[config.mk]
export PLATFORM = sky130hd
export DESIGN_NAME = multilap_stopwatch
export DESIGN_NICKNAME = d
export VERILOG_FILES = /design/src/rtl/stopwatch_pkg.sv /design/src/rtl/sw_lap_buffer.sv /design/src/rtl/multilap_stopwatch.sv
export SDC_FILE = /design/constraint.sdc
export NUM_CORES = 1
export LEC_CHECK = 0
export ABC_AREA = 0
export CAP_MARGIN = 20
export CORE_ASPECT_RATIO = 1.1
export CORE_MARGIN = 4
export CORE_UTILIZATION = 62
export DETAILED_ROUTE_END_ITERATION = 8
export PLACE_DENSITY = 0.81
export SYNTH_ARGS = -nofsm -noshare
export SYNTH_HDL_FRONTEND = slang
export SYNTH_SLANG_ARGS = --single-unit
[constraint.sdc]
create_clock -name clk -period 4 [get_ports clk]
set_input_delay 0.4 -clock clk [delete_from_list [all_inputs] [get_ports clk]]
set_output_delay 0.4 -clock clk [all_outputs]
set_load 0.02 [all_outputs]
[src/rtl/stopwatch_pkg.sv]
// Shared types and constants for the multi-lap stopwatch: FSM encoding,
// BCD time layout (mm:ss.cc) and the mixed-radix increment helper.
package stopwatch_pkg;

  localparam int unsigned DIGIT_W  = 4;
  localparam int unsigned N_DIGITS = 6;
  localparam int unsigned TIME_W   = DIGIT_W * N_DIGITS;
  localparam int unsigned DISP_W   = 4 * DIGIT_W;

  localparam logic [DIGIT_W-1:0] DEC_MAX = 4'd9;
  localparam logic [DIGIT_W-1:0] SEX_MAX = 4'd5;

  typedef enum logic [1:0] {
    ST_IDLE  = 2'd0,
    ST_RUN   = 2'd1,
    ST_PAUSE = 2'd2
  } sw_state_e;

  // cs0 occupies the least significant nibble.
  typedef struct packed {
    logic [DIGIT_W-1:0] m1;
    logic [DIGIT_W-1:0] m0;
    logic [DIGIT_W-1:0] s1;
    logic [DIGIT_W-1:0] s0;
    logic [DIGIT_W-1:0] cs1;
    logic [DIGIT_W-1:0] cs0;
  } bcd_time_t;

  localparam bcd_time_t ZERO_TIME = '0;
  localparam bcd_time_t MAX_TIME  = '{m1: 4'd5, m0: 4'd9, s1: 4'd5,
                                      s0: 4'd9, cs1: 4'd9, cs0: 4'd9};

  // Digit positions 3 (s1) and 5 (m1) count modulo 6, the rest modulo 10.
  function automatic logic [DIGIT_W-1:0] digit_max(input int unsigned pos);
    return (pos == 3 || pos == 5) ? SEX_MAX : DEC_MAX;
  endfunction

  function automatic bcd_time_t time_inc(input bcd_time_t t);
    logic [TIME_W-1:0] v;
    logic              carry;
    v     = t;
    carry = 1'b1;
    for (int unsigned i = 0; i < N_DIGITS; i++) begin
      if (carry) begin
        if (v[i*DIGIT_W +: DIGIT_W] == digit_max(i)) begin
          v[i*DIGIT_W +: DIGIT_W] = '0;
        end else begin
          v[i*DIGIT_W +: DIGIT_W] = v[i*DIGIT_W +: DIGIT_W] + DIGIT_W'(1);
          carry = 1'b0;
        end
      end
    end
    return bcd_time_t'(v);
  endfunction

endpackage

[src/rtl/sw_lap_buffer.sv]
// Circular lap store: LAP_DEPTH BCD time records, saturating count with
// sticky overwrite flag, and read addressed by age (1 = newest).
module sw_lap_buffer
  import stopwatch_pkg::*;
#(
  parameter int unsigned LAP_DEPTH = 8,
  parameter int unsigned LAP_AW    = 3
) (
  input  logic            clk,
  input  logic            rst_n,
  input  logic            wr_en,
  input  logic            clr,
  input  bcd_time_t       wr_data,
  input  logic [LAP_AW:0] rd_age,
  output bcd_time_t       rd_data_c,
  output logic [LAP_AW:0] lap_count,
  output logic            lap_ovf
);

  localparam int unsigned       CW       = LAP_AW + 1;
  localparam logic [LAP_AW-1:0] PTR_LAST = LAP_AW'(LAP_DEPTH - 1);
  localparam logic [LAP_AW:0]   CNT_FULL = CW'(LAP_DEPTH);

  bcd_time_t         mem_q [LAP_DEPTH];
  bcd_time_t         mem_d [LAP_DEPTH];
  logic [LAP_AW-1:0] wr_ptr_q, wr_ptr_d;
  logic [LAP_AW:0]   count_q, count_d;
  logic              ovf_q, ovf_d;
  logic [LAP_AW:0]   ptr_ext;
  logic [LAP_AW-1:0] rd_addr;

  // Write path: clear has priority; a write when full overwrites the oldest slot.
  always_comb begin
    mem_d    = mem_q;
    wr_ptr_d = wr_ptr_q;
    count_d  = count_q;
    ovf_d    = ovf_q;
    if (clr) begin
      wr_ptr_d = '0;
      count_d  = '0;
      ovf_d    = 1'b0;
    end else if (wr_en) begin
      mem_d[wr_ptr_q] = wr_data;
      wr_ptr_d = (wr_ptr_q == PTR_LAST) ? '0 : wr_ptr_q + LAP_AW'(1);
      if (count_q == CNT_FULL) begin
        ovf_d = 1'b1;
      end else begin
        count_d = count_q + CW'(1);
      end
    end
  end

  // Age n lives n slots behind the write pointer, modulo the depth.
  always_comb begin
    ptr_ext = CW'(wr_ptr_q);
    if (ptr_ext >= rd_age) begin
      rd_addr = LAP_AW'(ptr_ext - rd_age);
    end else begin
      rd_addr = LAP_AW'(ptr_ext + CNT_FULL - rd_age);
    end
    rd_data_c = (rd_age == '0) ? ZERO_TIME : mem_q[rd_addr];
  end

  always_ff @(posedge clk or negedge rst_n) begin
    if (!rst_n) begin
      mem_q    <= '{default: ZERO_TIME};
      wr_ptr_q <= '0;
      count_q  <= '0;
      ovf_q    <= 1'b0;
    end else begin
      mem_q    <= mem_d;
      wr_ptr_q <= wr_ptr_d;
      count_q  <= count_d;
      ovf_q    <= ovf_d;
    end
  end

  assign lap_count = count_q;
  assign lap_ovf   = ovf_q;

endmodule

[src/rtl/multilap_stopwatch.sv]
// Stopwatch core: 10 ms prescaler, BCD mm:ss.cc timer, run/pause/clear FSM,
// lap capture and review, and a registered 4-digit display selection.
module multilap_stopwatch
  import stopwatch_pkg::*;
#(
  parameter int unsigned TICK_DIV  = 500000,
  parameter int unsigned LAP_DEPTH = 8,
  parameter int unsigned LAP_AW    = 3
) (
  input  logic              clk,
  input  logic              rst_n,
  input  logic              btn_start,
  input  logic              btn_lap,
  input  logic              btn_next,
  input  logic              view_sel,
  input  logic              win_sel,
  output logic [DISP_W-1:0] disp_bcd,
  output logic              running,
  output logic [LAP_AW:0]   lap_count,
  output logic [LAP_AW:0]   lap_idx,
  output logic              lap_ovf,
  output logic              wrap
);

  localparam int unsigned      PRE_W    = $clog2(TICK_DIV);
  localparam int unsigned      IDX_W    = LAP_AW + 1;
  localparam logic [PRE_W-1:0] PRE_LAST = PRE_W'(TICK_DIV - 1);

  sw_state_e         state_q, state_d;
  bcd_time_t         time_q, time_d;
  logic [PRE_W-1:0]  pre_q, pre_d;
  logic [LAP_AW:0]   lap_idx_q, lap_idx_d;
  logic              view_q;
  logic [DISP_W-1:0] disp_q, disp_d;
  logic              running_q, running_d;
  logic              wrap_q, wrap_d;
  logic              tick_c, lap_wr_c, lap_clr_c;
  bcd_time_t         lap_rd_c, shown_c;

  assign tick_c = (state_q == ST_RUN) && (pre_q == PRE_LAST);

  // FSM, prescaler and time register; start wins over lap in the same cycle.
  always_comb begin
    state_d   = state_q;
    time_d    = time_q;
    pre_d     = pre_q;
    wrap_d    = 1'b0;
    lap_wr_c  = 1'b0;
    lap_clr_c = 1'b0;
    case (state_q)
      ST_IDLE: begin
        if (btn_start) state_d = ST_RUN;
      end
      ST_RUN: begin
        if (btn_start) begin
          state_d = ST_PAUSE;
        end else if (btn_lap) begin
          lap_wr_c = 1'b1;
        end
        if (tick_c) begin
          pre_d  = '0;
          time_d = time_inc(time_q);
          wrap_d = (time_q == MAX_TIME);
        end else begin
          pre_d = pre_q + PRE_W'(1);
        end
      end
      ST_PAUSE: begin
        if (btn_start) begin
          state_d = ST_RUN;
        end else if (btn_lap) begin
          state_d   = ST_IDLE;
          time_d    = ZERO_TIME;
          pre_d     = '0;
          lap_clr_c = 1'b1;
        end
      end
      default: state_d = ST_IDLE;
    endcase
    running_d = (state_d == ST_RUN);
  end

  // Review index: newest on entry, btn_next walks older and wraps to newest.
  always_comb begin
    lap_idx_d = lap_idx_q;
    if (!view_sel) begin
      lap_idx_d = '0;
    end else if (!view_q) begin
      lap_idx_d = (lap_count == '0) ? '0 : IDX_W'(1);
    end else if (btn_next && (lap_count != '0)) begin
      lap_idx_d = (lap_idx_q >= lap_count) ? IDX_W'(1) : lap_idx_q + IDX_W'(1);
    end
    if (lap_clr_c) lap_idx_d = '0;
  end

  always_comb begin
    shown_c = view_sel ? lap_rd_c : time_q;
    disp_d  = win_sel ? {shown_c.m1, shown_c.m0, shown_c.s1, shown_c.s0}
                      : {shown_c.s1, shown_c.s0, shown_c.cs1, shown_c.cs0};
  end

  sw_lap_buffer #(
    .LAP_DEPTH (LAP_DEPTH),
    .LAP_AW    (LAP_AW)
  ) u_laps (
    .clk       (clk),
    .rst_n     (rst_n),
    .wr_en     (lap_wr_c),
    .clr       (lap_clr_c),
    .wr_data   (time_q),
    .rd_age    (lap_idx_q),
    .rd_data_c (lap_rd_c),
    .lap_count (lap_count),
    .lap_ovf   (lap_ovf)
  );

  always_ff @(posedge clk or negedge rst_n) begin
    if (!rst_n) begin
      state_q   <= ST_IDLE;
      time_q    <= ZERO_TIME;
      pre_q     <= '0;
      lap_idx_q <= '0;
      view_q    <= 1'b0;
      disp_q    <= '0;
      running_q <= 1'b0;
      wrap_q    <= 1'b0;
    end else begin
      state_q   <= state_d;
      time_q    <= time_d;
      pre_q     <= pre_d;
      lap_idx_q <= lap_idx_d;
      view_q    <= view_sel;
      disp_q    <= disp_d;
      running_q <= running_d;
      wrap_q    <= wrap_d;
    end
  end

  assign disp_bcd = disp_q;
  assign running  = running_q;
  assign lap_idx  = lap_idx_q;
  assign wrap     = wrap_q;

endmodule
==> metrics <==
status=finished, final reports clean; # DRC=0; IO Pins=34; Setup WS post-layout=329 ps; Yosys reg bits=268; internal power=7020 uW; Congestion Overflow GR=0; Power Dens Cells=727 nW/um^2; RSZ-0062 raised after global routing=false; post-synth top area share=0.520; Leak=0.00659 uW; largest net degree at the start of global routing=117; DR iter-0 viols=562; number of iterations in the first detailed-routing pass=5; Tcrit/Tclk final=0.918; vias=8,723; element type at the critical path start=flip-flop; post-CTS setup buffer count=0; Min Hold Slack=479 ps; dpl hpwl=19.3 mm; clock root buffer master=clkbuf_16; ratio of cells with drive above 1 in the final layout=0.311; syn avg cell area=12.6 um^2; Setup TNS Final=0 ps; critical path peak fanout=17; # setup viols final=0; Worst Path Arrival=4060 ps; Final Util=0.709; Clock Skews=10.7 ps; HP Class=flip-flop to flip-flop; P_sw=3560 uW; total die area=23,200 um^2; critical path required time=4380 ps; Gate Count Post-Synth=1,022; TritonCTS Buffers=28; ANT cells=0; Post-DRT Antenna Nets=0; Slew HR=0.318; Async SR Flop Fraction=1.00; crit path kind=flip-flop to flip-flop; syn nets=1,054; top cells by area, synth=dfrtp_1 52%, mux2_2 17%, mux4_2 8.4%; CTS sink count=268; GP Congestion=0.844; Post-Route WL=30.9 mm; critical path endpoint category=flip-flop; DP Worst Slack=369 ps; leading area contributor after synthesis=dfrtp_1; Clock Power Share=0.253; initial antenna violation count=1; post-DR wirelength/cell=23.5 um; vias per cell=6.63; clk_lat worst skew=530 ps; Post-synth EDFFs=0; row cnt=55; Comb pwr share=0.345; max_cap viols=0; ys flop type=dfrtp_1; clock slew at reported path FFs=60 ps; Core Area=20,500 um^2; Fmax=272 MHz; minimum clock period=3670 ps; Initial Utilization=0.629; commonest cells after routing, fill and taps aside=268 x dfrtp_1, 190 x mux2_2, 76 x nand2_1, 51 x o21ai_0, 48 x mux4_2; Synth Warn #=0; first-pass GRT wire length=49.5 mm; Yosys cell types=52; switching part of the total=0.336; Final nets=1,073; worst slew pin tran=1020 ps; Bufs on Longest Clock Path=3; post-synthesis sequential area ratio=0.520; H-tree depth=1; port bufs=33; Worst VDD drop=399 uV; post-cts resize count=0; synthesized area=12,900 um^2; Area Growth Syn to Fin=12.8%; Max Slew Vio Count=0; Reg power frac=0.402; die height=159 um; CTS tree=yes; vias in the first global route=8,857; overall power=10,600 uW; Chip Width=146 um; GRT Overall Usage=0.268; most common cell after layout, fill and taps aside=dfrtp_1; final hold violation count=0
==> state kept, by name (all words and copies together), names as in the netlist <==
register,flops
u_laps.lap_ovf,1
view_q,1
state_q,2
running,1
u_laps.wr_ptr_q,3
pre_q,19
wrap,1
lap_idx,4
time_q,24
u_laps.mem_q,192
disp_bcd,16
u_laps.lap_count,4
==> cells by family after synthesis <==
family                     after synthesis  share of synthesized area
AOI/OAI and AO/OA                      164                     0.0782
buffers and inverters                  100                     0.0311
xor gates and xnor gates                 5                    0.00340
adders and majority gates               25                     0.0248
DFF                                    268                      0.520
muxes                                  248                      0.257
and+or+nand+nor                        212                     0.0849
==> path summary, 6_finish.rpt <==
path                       slack [ps]          startpoint               end  depth (start not counted)
min in group asynchronous         530               rst_n  u_laps.mem_q[18]                          2
min                               480    u_laps.mem_q[69]  u_laps.mem_q[69]                          2
max in group asynchronous        2320               rst_n  u_laps.mem_q[29]                          3
min reg2reg                       480    u_laps.mem_q[69]  u_laps.mem_q[69]                          2
max                               330  u_laps.wr_ptr_q[0]      disp_bcd[15]                          9
max reg2reg                       330  u_laps.wr_ptr_q[0]      disp_bcd[15]                          9
==> through the flow <==
stage | std cells | area, um^2
2_1_floorplan | 1022 | 12900
3_3_place_gp | 1266 | 13600
3_5_place_dp | 1266 | 13600
4_1_cts | 1315 | 14500
5_1_grt | 1315 | 14500
6_report | 1315 | 14500
==> final cells by class <==
type                       instances  area [um^2]
sequential                       268         6710
clock buffer                      42          855
tap                              256          320
fill                            1393         5960
clock inverter                     6          108
timing repair buffer              64          633
multi-input combinational        654         5830
inverter                          25         93.8
==> worst max-delay path, cell delays in order, from the launching register on <==
cell,delay (ps)
dfrtp_1,440
inv_1,120
ha_2,170
inv_1,50
fa_4,1010
buf_4,350
mux4_2,550
mux2_2,280
a22oi_1,390
a22oi_1,170
==> Yosys cell counts (4+ instances only) <==
cell	count
a21o_1	7
a21oi_1	35
a221oi_1	8
a22oi_1	10
a31oi_1	24
and2_1	4
and3_1	4
buf_1	7
buf_2	15
clkbuf_1	52
dfrtp_1	268
ha_1	24
inv_1	25
mux2_2	190
mux2i_1	10
mux4_2	48
nand2_1	76
nand2b_1	9
nand3_1	30
nand3b_1	8
nand4_1	13
nand4b_1	4
nor2_1	26
nor2b_1	4
nor3_1	6
nor3b_1	5
nor4_1	8
o21ai_0	51
o22ai_1	4
o31ai_1	11
or2_2	4
xnor2_1	4
==> power groups by stage <==
stage / Combinational, uW / Sequential (uW) / Clock, uW
after floorplan: 2800 / 3980 / 0
after CTS: 3660 / 4220 / 2720
after global placement: 3510 / 4220 / 0
final: 3640 / 4250 / 2680
after global routing: 3960 / 4350 / 2830
after detailed placement: 3620 / 4260 / 0
==> timing repair <==
item / CTS / global route
endpoints found under the setup margin: 0 / 0
endpoints found under the hold margin: 57 / 0
hold buffers: 1 / 0
==> metal layers <==
layer / vias up / track usage / routed length [um]
met5: - / 0 / 20
met4: 2 / 0.0950 / 987
met3: 79 / 0.0470 / 2230
met2: 350 / 0.445 / 15300
met1: 4494 / 0.363 / 12300
li1: 3798 / - / -
(Power assumes the default switching activity.)
